**config.mk**
```make
export PLATFORM = sky130hd
export DESIGN_NAME = lock_code_ctrl
export DESIGN_NICKNAME = d
export VERILOG_FILES = /design/src/rtl/lock_pkg.sv /design/src/rtl/lock_code_ctrl_key_scan.sv /design/src/rtl/lock_code_ctrl.sv
export SDC_FILE = /design/constraint.sdc
export NUM_CORES = 1
export LEC_CHECK = 0
export CAP_MARGIN = 20
export CORE_AREA = 4 4 131 133
export DETAILED_ROUTE_END_ITERATION = 16
export DIE_AREA = 0 0 135 137
export PLACE_DENSITY = 0.72
export SETUP_SLACK_MARGIN = 0.15
export SYNTH_ARGS = -nofsm -noshare
export SYNTH_HDL_FRONTEND = slang
export SYNTH_SLANG_ARGS = --single-unit
```
**constraint.sdc**
```tcl
create_clock -name clk -period 10.25 [get_ports clk]
set_input_delay 2.5625 -clock clk [delete_from_list [all_inputs] [get_ports clk]]
set_output_delay 2.5625 -clock clk [all_outputs]
set_load 0.02 [all_outputs]
```
**src/rtl/lock_pkg.sv**
```systemverilog
// lock_pkg: shared types, key-code constants and the raw keypad decoder
// used by the door-lock access controller.
package lock_pkg;

    typedef enum logic [2:0] {
        IDLE    = 3'd0,
        ENTRY   = 3'd1,
        OPEN    = 3'd2,
        PROG    = 3'd3,
        CONFIRM = 3'd4,
        LOCKOUT = 3'd5
    } lock_state_e;

    localparam logic [3:0] KEY_HASH = 4'd10;
    localparam logic [3:0] KEY_STAR = 4'd11;

    typedef struct packed {
        logic       vld;
        logic [3:0] code;
    } key_dec_t;

    // A pattern is a valid key only when exactly one active-low line is
    // asserted; bits 0-8 are digits 1-9, bit 9 is digit 0, then '#', '*'.
    function automatic key_dec_t decode_key(input logic [11:0] keyN);
        key_dec_t res;
        int       lowCnt;
        res    = '0;
        lowCnt = 0;
        for (int i = 0; i < 12; i++) begin
            if (!keyN[i]) begin
                lowCnt = lowCnt + 1;
                if (i < 9)
                    res.code = 4'(i + 1);
                else if (i == 9)
                    res.code = 4'd0;
                else if (i == 10)
                    res.code = KEY_HASH;
                else
                    res.code = KEY_STAR;
            end
        end
        res.vld = (lowCnt == 1);
        return res;
    endfunction

endpackage

```
**src/rtl/lock_code_ctrl_key_scan.sv**
```systemverilog
// lock_key_scan: synchronizes the raw keypad, decodes single-key presses
// and only re-arms after the keypad has been fully released long enough.
module lock_key_scan
    import lock_pkg::*;
#(
    parameter int unsigned REL_CYC = 24'hFFFFFF
) (
    input  logic        clk,
    input  logic        n_reset,
    input  logic [11:0] key_n,
    output logic        key_vld,
    output logic [3:0]  key_code
);

    localparam int RW = $clog2(REL_CYC + 1);

    logic [11:0]   sync1_q;
    logic [11:0]   sync2_q;
    logic [RW-1:0] rel_cnt_q;
    logic          armed_q;
    key_dec_t      keyDec;

    assign keyDec   = decode_key(sync2_q);
    assign key_vld  = keyDec.vld & armed_q;
    assign key_code = keyDec.code;

    // Two-flop synchronizer; resets to the all-released pattern.
    always_ff @(posedge clk or negedge n_reset) begin
        if (!n_reset) begin
            sync1_q <= 12'hFFF;
            sync2_q <= 12'hFFF;
        end else begin
            sync1_q <= key_n;
            sync2_q <= sync1_q;
        end
    end

    // Release counter saturates at REL_CYC; any pressed line restarts it.
    always_ff @(posedge clk or negedge n_reset) begin
        if (!n_reset)
            rel_cnt_q <= '0;
        else if (sync2_q != 12'hFFF)
            rel_cnt_q <= '0;
        else if (rel_cnt_q != RW'(REL_CYC))
            rel_cnt_q <= rel_cnt_q + RW'(1);
    end

    // An accepted key disarms the scanner until a long enough full release.
    always_ff @(posedge clk or negedge n_reset) begin
        if (!n_reset)
            armed_q <= 1'b1;
        else if (key_vld)
            armed_q <= 1'b0;
        else if (rel_cnt_q == RW'(REL_CYC))
            armed_q <= 1'b1;
    end

endmodule

```
**src/rtl/lock_code_ctrl.sv**
```systemverilog
// lock_code_ctrl: keypad access controller with code entry, failure
// lockout, timed open window and a program/confirm code-change flow.
// Optional build macro LOCK_TAMPER_ALARM_EN adds a sticky 'alarm' output.
module lock_code_ctrl
    import lock_pkg::*;
#(
    parameter int unsigned       DIGITS      = 3,
    parameter logic [DIGITS*4-1:0] INIT_CODE = 12'h481,
    parameter int unsigned       REL_CYC     = 24'hFFFFFF,
    parameter int unsigned       OPEN_CYC    = 50000000,
    parameter int unsigned       MAX_FAIL    = 3,
    parameter int unsigned       LOCKOUT_CYC = 250000000
) (
    input  logic                          clk,
    input  logic                          n_reset,
    input  logic [11:0]                   key_n,
    output logic                          open,
    output logic                          lockout,
    output logic                          prog_mode,
    output logic [2:0]                    digit_cnt,
    output logic [$clog2(MAX_FAIL+1)-1:0] fail_cnt,
    output logic                          code_chg,
    output logic                          err
`ifdef LOCK_TAMPER_ALARM_EN
   ,output logic                          alarm
`endif
);

    localparam int          CW   = DIGITS * 4;
    localparam int          FW   = $clog2(MAX_FAIL + 1);
    localparam int unsigned TMAX = (OPEN_CYC > LOCKOUT_CYC) ? OPEN_CYC : LOCKOUT_CYC;
    localparam int          TW   = $clog2(TMAX + 1);

    logic          key_vld;
    logic [3:0]    key_code;

    lock_state_e   state_q, state_d;
    logic [CW-1:0] code_q, entry_q, shadow_q;
    logic [2:0]    digit_cnt_q;
    logic [FW-1:0] fail_q;
    logic [TW-1:0] timer_q;
    logic          open_q, lockout_q, prog_q, code_chg_q, err_q;

    logic          isDigit, isStar, isHash, lastDigit, timerExpire;
    logic          entryMatch, confirmMatch;
    logic [CW-1:0] entryNext, shadowNext;
    logic [FW-1:0] failInc;

    lock_key_scan #(.REL_CYC(REL_CYC)) u_key_scan (
        .clk      (clk),
        .n_reset  (n_reset),
        .key_n    (key_n),
        .key_vld  (key_vld),
        .key_code (key_code)
    );

    // Key classification, shifted entry values and comparison results.
    always_comb begin
        isDigit      = key_vld && (key_code <= 4'd9);
        isStar       = key_vld && (key_code == KEY_STAR);
        isHash       = key_vld && (key_code == KEY_HASH);
        lastDigit    = isDigit && (digit_cnt_q == 3'(DIGITS - 1));
        timerExpire  = (timer_q == TW'(1));
        entryNext    = CW'({entry_q, key_code});
        shadowNext   = CW'({shadow_q, key_code});
        entryMatch   = (entryNext == code_q);
        confirmMatch = (entryNext == shadow_q);
        failInc      = (fail_q == FW'(MAX_FAIL)) ? fail_q : fail_q + FW'(1);
    end

    // Next-state decode; events not handled by a state are ignored.
    always_comb begin
        state_d = state_q;
        case (state_q)
            IDLE:    if (isStar) state_d = ENTRY;
            ENTRY: begin
                if (isHash)
                    state_d = IDLE;
                else if (lastDigit) begin
                    if (entryMatch)
                        state_d = OPEN;
                    else if (failInc == FW'(MAX_FAIL))
                        state_d = LOCKOUT;
                    else
                        state_d = IDLE;
                end
            end
            OPEN: begin
                if (timerExpire)
                    state_d = IDLE;
                else if (isHash)
                    state_d = PROG;
            end
            PROG: begin
                if (isStar || isHash)
                    state_d = IDLE;
                else if (lastDigit)
                    state_d = CONFIRM;
            end
            CONFIRM: if (isStar || isHash || lastDigit) state_d = IDLE;
            LOCKOUT: if (timerExpire) state_d = IDLE;
            default: state_d = IDLE;
        endcase
    end

    // State, datapath registers and Moore outputs registered from next state.
    always_ff @(posedge clk or negedge n_reset) begin
        if (!n_reset) begin
            state_q     <= IDLE;
            code_q      <= INIT_CODE;
            entry_q     <= '0;
            shadow_q    <= '0;
            digit_cnt_q <= '0;
            fail_q      <= '0;
            timer_q     <= '0;
            open_q      <= 1'b0;
            lockout_q   <= 1'b0;
            prog_q      <= 1'b0;
            code_chg_q  <= 1'b0;
            err_q       <= 1'b0;
        end else begin
            state_q   <= state_d;
            open_q    <= (state_d == OPEN);
            lockout_q <= (state_d == LOCKOUT);
            prog_q    <= (state_d == PROG) || (state_d == CONFIRM);

            if (state_d != state_q)
                digit_cnt_q <= '0;
            else if ((state_q == ENTRY) && isStar)
                digit_cnt_q <= '0;
            else if (((state_q == ENTRY) || (state_q == PROG) || (state_q == CONFIRM)) && isDigit)
                digit_cnt_q <= digit_cnt_q + 3'd1;

            if (((state_q == ENTRY) || (state_q == CONFIRM)) && isDigit)
                entry_q <= entryNext;
            if ((state_q == PROG) && isDigit)
                shadow_q <= shadowNext;

            err_q      <= lastDigit && (((state_q == ENTRY) && !entryMatch) ||
                                        ((state_q == CONFIRM) && !confirmMatch));
            code_chg_q <= lastDigit && (state_q == CONFIRM) && confirmMatch;
            if (lastDigit && (state_q == CONFIRM) && confirmMatch)
                code_q <= shadow_q;

            if ((state_q == ENTRY) && lastDigit)
                fail_q <= entryMatch ? '0 : failInc;
            else if ((state_q == LOCKOUT) && timerExpire)
                fail_q <= '0;

            if ((state_d == OPEN) && (state_q != OPEN))
                timer_q <= TW'(OPEN_CYC);
            else if ((state_d == LOCKOUT) && (state_q != LOCKOUT))
                timer_q <= TW'(LOCKOUT_CYC);
            else if (timer_q != '0)
                timer_q <= timer_q - TW'(1);
        end
    end

`ifdef LOCK_TAMPER_ALARM_EN
    logic alarm_q;

    // Sticky tamper flag: raised entering lockout, dropped only on a good open.
    always_ff @(posedge clk or negedge n_reset) begin
        if (!n_reset)
            alarm_q <= 1'b0;
        else if ((state_d == LOCKOUT) && (state_q != LOCKOUT))
            alarm_q <= 1'b1;
        else if ((state_d == OPEN) && (state_q != OPEN))
            alarm_q <= 1'b0;
    end

    assign alarm = alarm_q;
`endif

    assign open      = open_q;
    assign lockout   = lockout_q;
    assign prog_mode = prog_q;
    assign digit_cnt = digit_cnt_q;
    assign fail_cnt  = fail_q;
    assign code_chg  = code_chg_q;
    assign err       = err_q;

endmodule
```
* Yosys cells after proc, flatten, opt, wreduce, memory -nomap -nowiden
Index checks and enable logic that the tools add are counted.
** Cells by class
- Add/subtract/negate cells :: 15
- $lt $le $gt $ge :: 1
- Eq/ne operators :: 24
- Mux-type cells :: 50
- Bitwise operators :: 1
- Reductions and logical operators :: 33
** Operators by type and width (number)
- 2-to-1 mux 32 bit :: 11
- adder 32 x 2 -> 32 bit (second input constant) :: 10
- 2-to-1 mux 28 bit :: 3
- 2-to-1 mux 24 bit :: 2
- 2-to-1 mux 4 bit :: 11
- 2-to-1 mux 3 bit :: 14
- equality test 32 x 2 -> 1 bit (second input constant) :: 1
- equality test 28 x 1 -> 1 bit (second input constant) :: 1
- nonzero test 28 bit :: 1
- subtractor 28 x 1 -> 28 bit (second input constant) :: 1
- adder 24 x 1 -> 24 bit (second input constant) :: 1
- equality test 12 bit :: 2
- equality test 24 bit (second input constant) :: 1
- != test 24 bit (second input constant) :: 1
- one-hot mux 3 bit (6 select lines) :: 1
- logical AND 1 bit :: 17
- equality test 3 x 2 -> 1 bit (second input constant) :: 5
- equality test 3 bit (second input constant) :: 4
- != test 12 bit (second input constant) :: 1
- equality test 4 bit (second input constant) :: 2
- 2-to-1 mux 2 bit :: 4
- logical OR 1 bit :: 7
- nonzero test 2 bit :: 3
- nonzero test 3 bit :: 2
- other kinds (13) :: 18
** Storage, ports and cells
- Flip-flop bits (word level) :: 122

* Depth between registers and ports, before layout
Gate-level depths: netlist of run 1.
- Depth after elaboration :: 34
- Gate-level depth with buffers :: 38

* By module
A second synthesis of run 1 with hierarchy kept.
** Unflattened totals
- Cells, all modules :: 667
- Area, all modules :: 6917.9 um2
** By module, submodules not included
- lock_code_ctrl :: instances 1, cells an instance 357, area each 3844.9 um2, sequential area each 1830.5 um2
- lock_key_scan :: instances 1, cells an instance 310, area each 3072.9 um2, sequential area each 1257.5 um2

* Least setup slack after synthesis of run 1
No wires, ideal clock.
- Path type :: reg-to-reg
- From :: register u_key_scan.sync2_q[0]
- To :: register shadow_q[10]
- Data arrival time :: 8.426 ns
- Slack :: 1.699 ns
- Stages on the path, launching flop included :: 38
- Buffers on the path :: 2
- Period minus slack after synthesis :: 8.551 ns
- Cells stage by stage :: dfstp_2 -> inv_1 -> ha_1 -> xnor2_2 -> ha_1 -> inv_1 -> o21ai_0 -> ha_1 -> nand2b_1 -> o311ai_0 -> ha_1 -> mux2_2 -> ha_1 -> nor2b_1 -> or4_1 -> ha_1 -> and2b_1 -> a221o_1 -> [... 2 more ...] -> a21oi_1 -> inv_1 -> ha_1 -> nor2b_1 -> a21o_1 -> ha_1 -> mux2i_1 -> o21ai_0 -> ha_1 -> or3_1 -> o22ai_1 -> o311ai_0 -> a211oi_4 -> buf_6 -> nand2_2 -> nor3_4 -> buf_8 -> mux2_4
** Between the ends
- Longest elaborated chain between the ends :: 27
- Elaborated cells on any way between the ends :: 40
- Those cells by class :: add/sub: 11; order compare: 1; eq/ne: 1; mux: 24; bitwise: 1; reduce/logical: 2
** Ends and longest elaborated chain
- from (decl) :: RTL line lock_code_ctrl_key_scan.sv:18 : logic [11:0] sync2_q;
- from (signal assigned) :: RTL line lock_code_ctrl_key_scan.sv:34 : sync2_q <= sync1_q;
- 2-to-1 mux 1 bit :: RTL line lock_pkg.sv:30 : if (!keyN[i]) begin
- adder 1 x 1 -> 2 bit :: RTL line lock_pkg.sv:31 : lowCnt = lowCnt + 1;
- 2-to-1 mux 32 bit :: RTL line lock_pkg.sv:30
- adder 32 x 2 -> 32 bit :: RTL line lock_pkg.sv:31
- 2-to-1 mux 32 bit :: RTL line lock_pkg.sv:30
- adder 32 x 2 -> 32 bit :: RTL line lock_pkg.sv:31
- 2-to-1 mux 32 bit :: RTL line lock_pkg.sv:30
- adder 32 x 2 -> 32 bit :: RTL line lock_pkg.sv:31
- [... 11 more ...]
- adder 32 x 2 -> 32 bit :: RTL line lock_pkg.sv:31
- 2-to-1 mux 32 bit :: RTL line lock_pkg.sv:30
- adder 32 x 2 -> 32 bit :: RTL line lock_pkg.sv:31
- 2-to-1 mux 32 bit :: RTL line lock_pkg.sv:30
- equality test 32 x 2 -> 1 bit :: RTL line lock_pkg.sv:42 : res.vld = (lowCnt == 1);
- bitwise AND 1 bit :: RTL line lock_code_ctrl_key_scan.sv:24 : assign key_vld = keyDec.vld & armed_q;
- logical AND 1 bit * :: RTL line lock_code_ctrl.sv:59 : isDigit = key_vld && (key_code <= 4'd9);
- logical AND 1 bit * :: RTL line lock_code_ctrl.sv:136 : if ((state_q == PROG) && isDigit)
- to (signal assigned) :: RTL line lock_code_ctrl.sv:137 : shadow_q <= shadowNext;
- to (decl) :: RTL line lock_code_ctrl.sv:38 : logic [CW-1:0] code_q, entry_q, shadow_q;
Mark *: on every way between the ends. The rest lies on a longest branch, timed or not.
A chain may end at the register's enable or synchronous reset.

* Final worst setup path of run 1
- From :: register u_key_scan.sync2_q[0]
- To :: register code_q[2]
** Between the ends
- Longest elaborated chain between the ends :: 29
- Elaborated cells on any way between the ends :: 43
- Those cells by class :: add/sub: 11; order compare: 1; eq/ne: 2; mux: 24; bitwise: 1; reduce/logical: 4
** Ends and longest elaborated chain
- 2-to-1 mux 1 bit :: RTL line lock_pkg.sv:30
- adder 1 x 1 -> 2 bit :: RTL line lock_pkg.sv:31
- 2-to-1 mux 32 bit :: RTL line lock_pkg.sv:30
- adder 32 x 2 -> 32 bit :: RTL line lock_pkg.sv:31
- 2-to-1 mux 32 bit :: RTL line lock_pkg.sv:30
- adder 32 x 2 -> 32 bit :: RTL line lock_pkg.sv:31
- 2-to-1 mux 32 bit :: RTL line lock_pkg.sv:30
- adder 32 x 2 -> 32 bit :: RTL line lock_pkg.sv:31
- [... 13 more ...]
- adder 32 x 2 -> 32 bit :: RTL line lock_pkg.sv:31
- 2-to-1 mux 32 bit :: RTL line lock_pkg.sv:30
- equality test 32 x 2 -> 1 bit :: RTL line lock_pkg.sv:42
- bitwise AND 1 bit :: RTL line lock_code_ctrl_key_scan.sv:24
- logical AND 1 bit :: RTL line lock_code_ctrl.sv:59
- logical AND 1 bit :: RTL line lock_code_ctrl.sv:62 : lastDigit = isDigit && (digit_cnt_q == 3'(DIGITS - 1));
- logical AND 1 bit :: RTL line lock_code_ctrl.sv:142 : if (lastDigit && (state_q == CONFIRM) && confirmMatch)
- logical AND 1 bit * :: RTL line lock_code_ctrl.sv:142
- to (signal assigned) :: RTL line lock_code_ctrl.sv:143 : code_q <= shadow_q;
- to (decl) :: RTL line lock_code_ctrl.sv:38
Marks and branches as above.

==> results of run 1 <==
stage by stage:
stage / hold WS (ns) / total power [W] / utilization [%]
CTS: 0.355 / 0.00138 / 50.8
global placement: 0.346 / 0.000744 / 46.9
global route: 0.357 / 0.00144 / 51.1
detailed placement: 0.347 / 0.000759 / 46.9
finish: 0.355 / 0.00137 / 51.1
floorplan: 0.345 / 0.000705 / -
cells in the mapped netlist (all sizes together), types with 3 or more instances:
master   count  area [µm²]
dfrtp       94        2350
xnor2       58         549
nor2        56         210
nand2       43         166
nor3        39         218
mux2        34         420
xor2        34         324
nand3       30         155
dfstp       28         736
inv         19        71.3
o21ai       18        90.1
buf         17         138
ha          17         213
nand4       16         100
nor2b       15        96.3
nor4        13        87.6
a21oi       12        63.8
clkbuf      12        46.3
nand2b       9        56.3
or3          9        56.3
and3         7        43.8
o21a         7        52.6
a211oi       5        50.1
a31oi        5        31.3
and4         5        43.8
mux2i        5        50.1
o211ai       4        30.0
xnor3        4        91.3
a21o         3        22.5
a22oi        3        22.5
a311oi       3        32.5
and2b        3        22.5
nand3b       3        22.5
o2111ai      3        43.8
o311ai       3        43.8
o31ai        3        27.5
or4          3        22.5
kinds of logic (layout without fill, tap and decap cells):
logic type      Yosys count  count (layout)  share of synthesized area (%)
simple gates            262             262                           19.7
compound gates           86              86                           9.32
fa+ha+maj                18              18                           3.15
flops                   122             122                           43.6
buf+inv                  48              82                           3.61
xor+xnor                 97              97                           14.0
mux                      39              39                           6.65
worst register-to-register path: cells and delay by family, from the launching register on:
| family | cells | cell delay (ns) |
|---|---|---|
| AOI/OAI and AO/OA | 9 | 1.89 |
| xor gates and xnor gates | 1 | 0.33 |
| adders and majority gates | 10 | 3.06 |
| buffers and inverters | 4 | 0.42 |
| DFF | 1 | 0.53 |
| muxes | 3 | 0.84 |
| and+or+nand+nor | 9 | 2.33 |
timing repair:
action                                  4_1_cts  5_1_grt
hold buffers                                  0        0
hold endpoints to repair                      0        0
gates resized for setup                       0        0
buffers inserted                              0        3
endpoints found under the setup margin        0       54
power by group through the flow:
stage | Combinational (W) | Clock [W] | Sequential, W
finish | 0.000260 | 0.000610 | 0.000498
global route | 0.000288 | 0.000649 | 0.000499
CTS | 0.000257 | 0.000621 | 0.000498
detailed placement | 0.000253 | 0 | 0.000506
global placement | 0.000238 | 0 | 0.000505
floorplan | 0.000204 | 0 | 0.000501
layout make-up:
cell class	count	area, µm²
Multi-Input combinational cell	502	3730
Sequential cell	122	3090
Clock buffer	20	478
Timing Repair Buffer	31	313
Inverter	19	71.3
Clock inverter	12	130
Fill cell	1378	7740
Tap cell	216	270
per-layer routing:
| metal | wire length, µm | up-vias | share of wire [%] | track usage, % |
|---|---|---|---|---|
| met4 | 289 | 0 | 2.0 | 6.83 |
| met3 | 584 | 27 | 4.0 | 4.19 |
| met5 | 0 | - | 0 | 0 |
| met2 | 7420 | 105 | 50 | 29.0 |
| met1 | 6480 | 2494 | 44 | 21.6 |
| li1 | - | 2443 | - | - |
sequential cells by signal, summed over array words and instances, names as in the netlist, 2 cells and up:
| name | count |
|---|---|
| timer_q | 28 |
| u_key_scan.rel_cnt_q | 24 |
| code_q | 12 |
| shadow_q | 12 |
| u_key_scan.sync1_q | 12 |
| u_key_scan.sync2_q | 12 |
| entry_q | 8 |
| digit_cnt | 3 |
| state_q | 3 |
| fail_cnt | 2 |
worst paths after layout:
check / startpoint / end / slack (ns)
worst max-delay path: u_key_scan.sync2_q[0] / code_q[2] / 0.71
worst min-delay path: u_key_scan.sync1_q[4] / u_key_scan.sync2_q[4] / 0.35
worst min register to register: u_key_scan.sync1_q[4] / u_key_scan.sync2_q[4] / 0.35
min in group asynchronous: n_reset / u_key_scan.rel_cnt_q[21] / 2.22
max in group asynchronous: n_reset / shadow_q[8] / 6.78
worst max register to register: u_key_scan.sync2_q[0] / code_q[2] / 0.71
==> out/results.tsv, run 1 <==
stage	metric	value	unit
outcome	status	finished clean	
logic_synthesis	Synth Flop Type	dfrtp_1	
timing	Final min period	9.54	ns
routing	starting DRC count in detailed routing	318	
placed_design	Routability Congestion	0.857	
placed_design	Port Buf Inserts	23	
worst_setup_path	WS Path Type	register to register	
worst_setup_path	Crit path depth	36	
routing	Vias	5069	
worst_setup_path	worst endpoint required time	10.55	ns
timing	Final TNS setup	0	ns
logic_synthesis	post-synthesis sequential area ratio	43.6	%
logic_synthesis	Synth Instances	672	
pwr	LEAKAGE	3.58	nW
pwr	Peak supply drop	0.121	mV
logic_synthesis	Mapped Area	0.00708	mm²
routing	drt first pass iters	5	
clock_tree	CTS root buf	clkbuf_16	
worst_setup_path	startpoint types	register	
global_route	gr usage total	17.3	%
global_route	first-pass GRT wire length	25600	µm
placed_design	HPWL Detailed	10300	µm
logic_synthesis	Post-Syn Nets	703	
placed_design	worst slack, placed	0.524	ns
clock_tree	clock tree buffer depth	2	
global_route	largest net degree at the start of global routing	65	
cells_and_area	n_diodes	0	
routing	total wire length	14800	µm
pwr	Clock power frac	44.6	%
logic_synthesis	Yosys reg bits	122	
floorplanning	row count	46	
timing	slack of the critical path	0.711	ns
floorplanning	die height	137	µm
cells_and_area	fin cells	922	
timing	relative slew slack	48.8	%
logic_synthesis	Post-synth EDFFs	0	
worst_setup_path	largest stage delay on the critical path	0.60	ns
cells_and_area	area growth from synthesis to layout	14.2	%
worst_setup_path	critical path arrival	9.84	ns
routing	Residual DRC	0	
timing	Fin. Hold Viols	0	
timing	Setup Viol. Count Final	0	
floorplanning	DIE WIDTH	135	µm
clock_tree	clk_lat worst skew	0.42	ns
pwr	Int Pwr	0.000994	W
global_route	vias in the first global route	5234	
timing	Final Slew Violations	0	
clock_tree	CTS tree	built	
hold_path	HP Class	register to register	
cells_and_area	most frequent cells in the layout	dfrtp_1 (94), nor2_1 (56), xnor2_1 (54)	
clock_tree	Clock Sinks	122	
worst_setup_path	crit path max fanout	13	
worst_setup_path	worst reg2reg path depth	36	
hold_path	worst hold path depth	0	
cells_and_area	NumNets Final	724	
flow_run	max-cap violations	0	
timing	final worst path period share	93.1	%
placed_design	dpl cell area	0.00743	mm²
global_route	total gr overflow	0	
routing	Antenna Nets Post-Route	0	
worst_setup_path	slowest CP cell	nor3_4	
worst_setup_path	crit path buf inv count	4	
pwr	Logic pwr share	19.0	%
worst_setup_path	crit end category	register	
cells_and_area	layout cell share with drive strength beyond 1	17.0	%
cells_and_area	cell area after layout	0.00808	mm²
placed_design	placed cell count	887	
timing	fmax	105	MHz
timing	RSZ-0062 raised after global routing	false	
timing	Max Clock Skew	0.0106	ns
logic_synthesis	Synth async-reset ratio	100	%
clock_tree	clock slew at reported path FFs	0.06	ns
routing	vias per inst	5.50	
floorplanning	initial core utilization	44.7	%
cells_and_area	commonest non-fill, non-tap cell in the layout	dfrtp_1	
floorplanning	core area	0.0158	mm²
worst_setup_path	crit-path leading delay family	adder cells	
logic_synthesis	post-synth cell types	80	
pwr	Sequential Power Share	36.4	%
pwr	switching part of the total	27.3	%
worst_setup_path	critical path's most frequent cell	ha_1	
clock_tree	TritonCTS buffer count	17	
global_route	initial antenna violation count	0	
timing	pin slew with the least headroom to its limit	0.768	ns
floorplanning	full die area	0.0185	mm²
clock_tree	CTS H-tree depth	4	
logic_synthesis	Avg Inst Size Synth	10.5	µm²
logic_synthesis	total number of yosys warnings	0	
pwr	Pwr per Cell Area	169	mW/mm²
routing	wire per inst	16.0	µm
floorplanning	I/O pin total	24	
pwr	P_sw	0.000373	W
Power figures use the tool's default switching activity.
==> run 2, diff against run 1 <==
RECOVER_POWER = 25   (was not set)
==> out/results.tsv, run 2 (synthesis gave the netlist of run 1 again) <==
stage	metric	value	unit
outcome	status	finished, violations left	
outcome	failing checks	max-capacitance violations, max-slew violations	
pwr	Pwr per Cell Area	169	mW/mm²
cells_and_area	area growth from synthesis to layout	14.2	%
worst_setup_path	slowest CP cell	nor3_4	
worst_setup_path	critical path arrival	9.84	ns
cells_and_area	NumNets Final	724	
routing	starting DRC count in detailed routing	318	
clock_tree	TritonCTS buffer count	17	
clock_tree	CTS resizes	0	
floorplanning	row count	46	
global_route	gr usage total	17.3	%
hold_path	HP Class	register to register	
timing	RSZ-0062 raised after global routing	false	
timing	Max Clock Skew	0.0107	ns
pwr	Int Pwr	0.000993	W
cells_and_area	fin cells	922	
timing	relative slew slack	-118	%
global_route	initial antenna violation count	0	
placed_design	dpl cell area	0.00743	mm²
timing	Final TNS setup	0	ns
cells_and_area	n_diodes	0	
global_route	largest net degree at the start of global routing	65	
worst_setup_path	crit path buf inv count	4	
floorplanning	DIE WIDTH	135	µm
clock_tree	clk_lat worst skew	0.42	ns
floorplanning	core area	0.0158	mm²
routing	vias per inst	5.48	
pwr	LEAKAGE	3.58	nW
timing	Final Slew Violations	65	
clock_tree	Hold Buf Count CTS	0	
global_route	total gr overflow	0	
clock_tree	clock slew at reported path FFs	0.06	ns
pwr	P_sw	0.000373	W
floorplanning	full die area	0.0185	mm²
clock_tree	CTS tree	built	
floorplanning	initial core utilization	44.7	%
clock_tree	CTS root buf	clkbuf_16	
routing	Antenna Nets Post-Route	0	
pwr	Sequential Power Share	36.4	%
routing	total wire length	14800	µm
timing	fmax	105	MHz
placed_design	HPWL Detailed	10300	µm
timing	slack of the critical path	0.707	ns
worst_setup_path	worst endpoint required time	10.55	ns
timing	final worst path period share	93.1	%
cells_and_area	cell area after layout	0.00808	mm²
routing	Met3 Routed Length	567	µm
routing	wire per inst	16.0	µm
worst_setup_path	critical path's most frequent cell	ha_1	
global_route	first-pass GRT wire length	25600	µm
timing	Final min period	9.54	ns
routing	Residual DRC	0	
flow_run	max-cap violations	1	
worst_setup_path	startpoint types	register	
placed_design	Port Buf Inserts	23	
worst_setup_path	crit path max fanout	13	
worst_setup_path	crit end category	register	
clock_tree	Setup Fix Bufs, Post-CTS	0	
clock_tree	clock tree buffer depth	2	
cells_and_area	Util after Layout	51.1	%
worst_setup_path	WS Path Type	register to register	
routing	drt first pass iters	5	
pwr	Clock power frac	44.6	%
pwr	switching part of the total	27.3	%
placed_design	Routability Congestion	0.857	
cells_and_area	most frequent cells in the layout	dfrtp_1 (94), nor2_1 (56), xnor2_1 (54)	
placed_design	placed cell count	887	
routing	Met2 Routed Length	7420	µm
placed_design	worst slack, placed	0.524	ns
floorplanning	I/O pin total	24	
routing	Vias	5056	
cells_and_area	largest registers	timer_q x28, u_key_scan.rel_cnt_q x24	
clock_tree	CTS H-tree depth	4	
clock_tree	Clock Sinks	122	
floorplanning	die height	137	µm
routing	top routing layer in use	met4	
timing	pin slew with the least headroom to its limit	3.27	ns
cells_and_area	commonest non-fill, non-tap cell in the layout	dfrtp_1	
worst_setup_path	crit-path leading delay family	adder cells	
cells_and_area	Top reg by flops	timer_q	
pwr	Logic pwr share	18.9	%
timing	Setup Viol. Count Final	0	
cells_and_area	max reg flops	28	
routing	met1 wire length	6500	µm
pwr	Peak supply drop	0.122	mV
timing	Fin. Hold Viols	0	
cells_and_area	fill count	1378	
global_route	vias in the first global route	5234	
worst_setup_path	largest stage delay on the critical path	0.60	ns
cells_and_area	layout cell share with drive strength beyond 1	16.9	%
-- run 2: cell types whose count changed in the layout (fill, tap and decap cells not counted) --
cell	before	now
clkdlybuf4s50_1	22	10
dlygate4sd3_1	0	12
buf_4	7	6
clkbuf_1	0	1
-- run 2: per-layer routing --
metal,vias up,track usage (%)
met5,-,0
met4,0,6.83
met3,25,4.19
met2,105,29.0
met1,2484,21.6
li1,2442,-
-- run 2: final cells by class --
| type | count | area, µm² | area share (%) |
|---|---|---|---|
| Tap cell | 216 | 270 | 3.34 |
| Multi-Input combinational cell | 502 | 3730 | 46.2 |
| Clock buffer | 20 | 478 | 5.92 |
| Sequential cell | 122 | 3090 | 38.2 |
| Timing Repair Buffer | 31 | 309 | 3.82 |
| Clock inverter | 12 | 130 | 1.61 |
| Inverter | 19 | 71.3 | 0.883 |
-- run 2: power by group through the flow --
stage               combinational, W  sequential, W  clock, W
floorplan                   0.000204       0.000501         0
global placement            0.000238       0.000505         0
detailed placement          0.000253       0.000506         0
CTS                         0.000257       0.000498  0.000621
global route                0.000287       0.000498  0.000649
finish                      0.000259       0.000498  0.000610
-- run 2: final timing paths --
kind	start	to	slack (ns)	depth (start not counted)
setup / recovery	u_key_scan.sync2_q[0]	code_q[2]	0.71	36
hold / removal	u_key_scan.sync1_q[4]	u_key_scan.sync2_q[4]	0.35	0
setup reg to reg	u_key_scan.sync2_q[0]	code_q[2]	0.71	36
hold reg to reg	u_key_scan.sync1_q[4]	u_key_scan.sync2_q[4]	0.35	0
max in group asynchronous	n_reset	shadow_q[8]	4.92	2
min in group asynchronous	n_reset	u_key_scan.rel_cnt_q[13]	3.24	1
-- run 2: per-stage QoR --
step / total power, W / hold WS (ns)
after detailed placement: 0.000759 / 0.347
after global placement: 0.000744 / 0.346
after floorplan: 0.000705 / 0.345
final: 0.00137 / 0.355
after global routing: 0.00143 / 0.357
after CTS: 0.00138 / 0.355
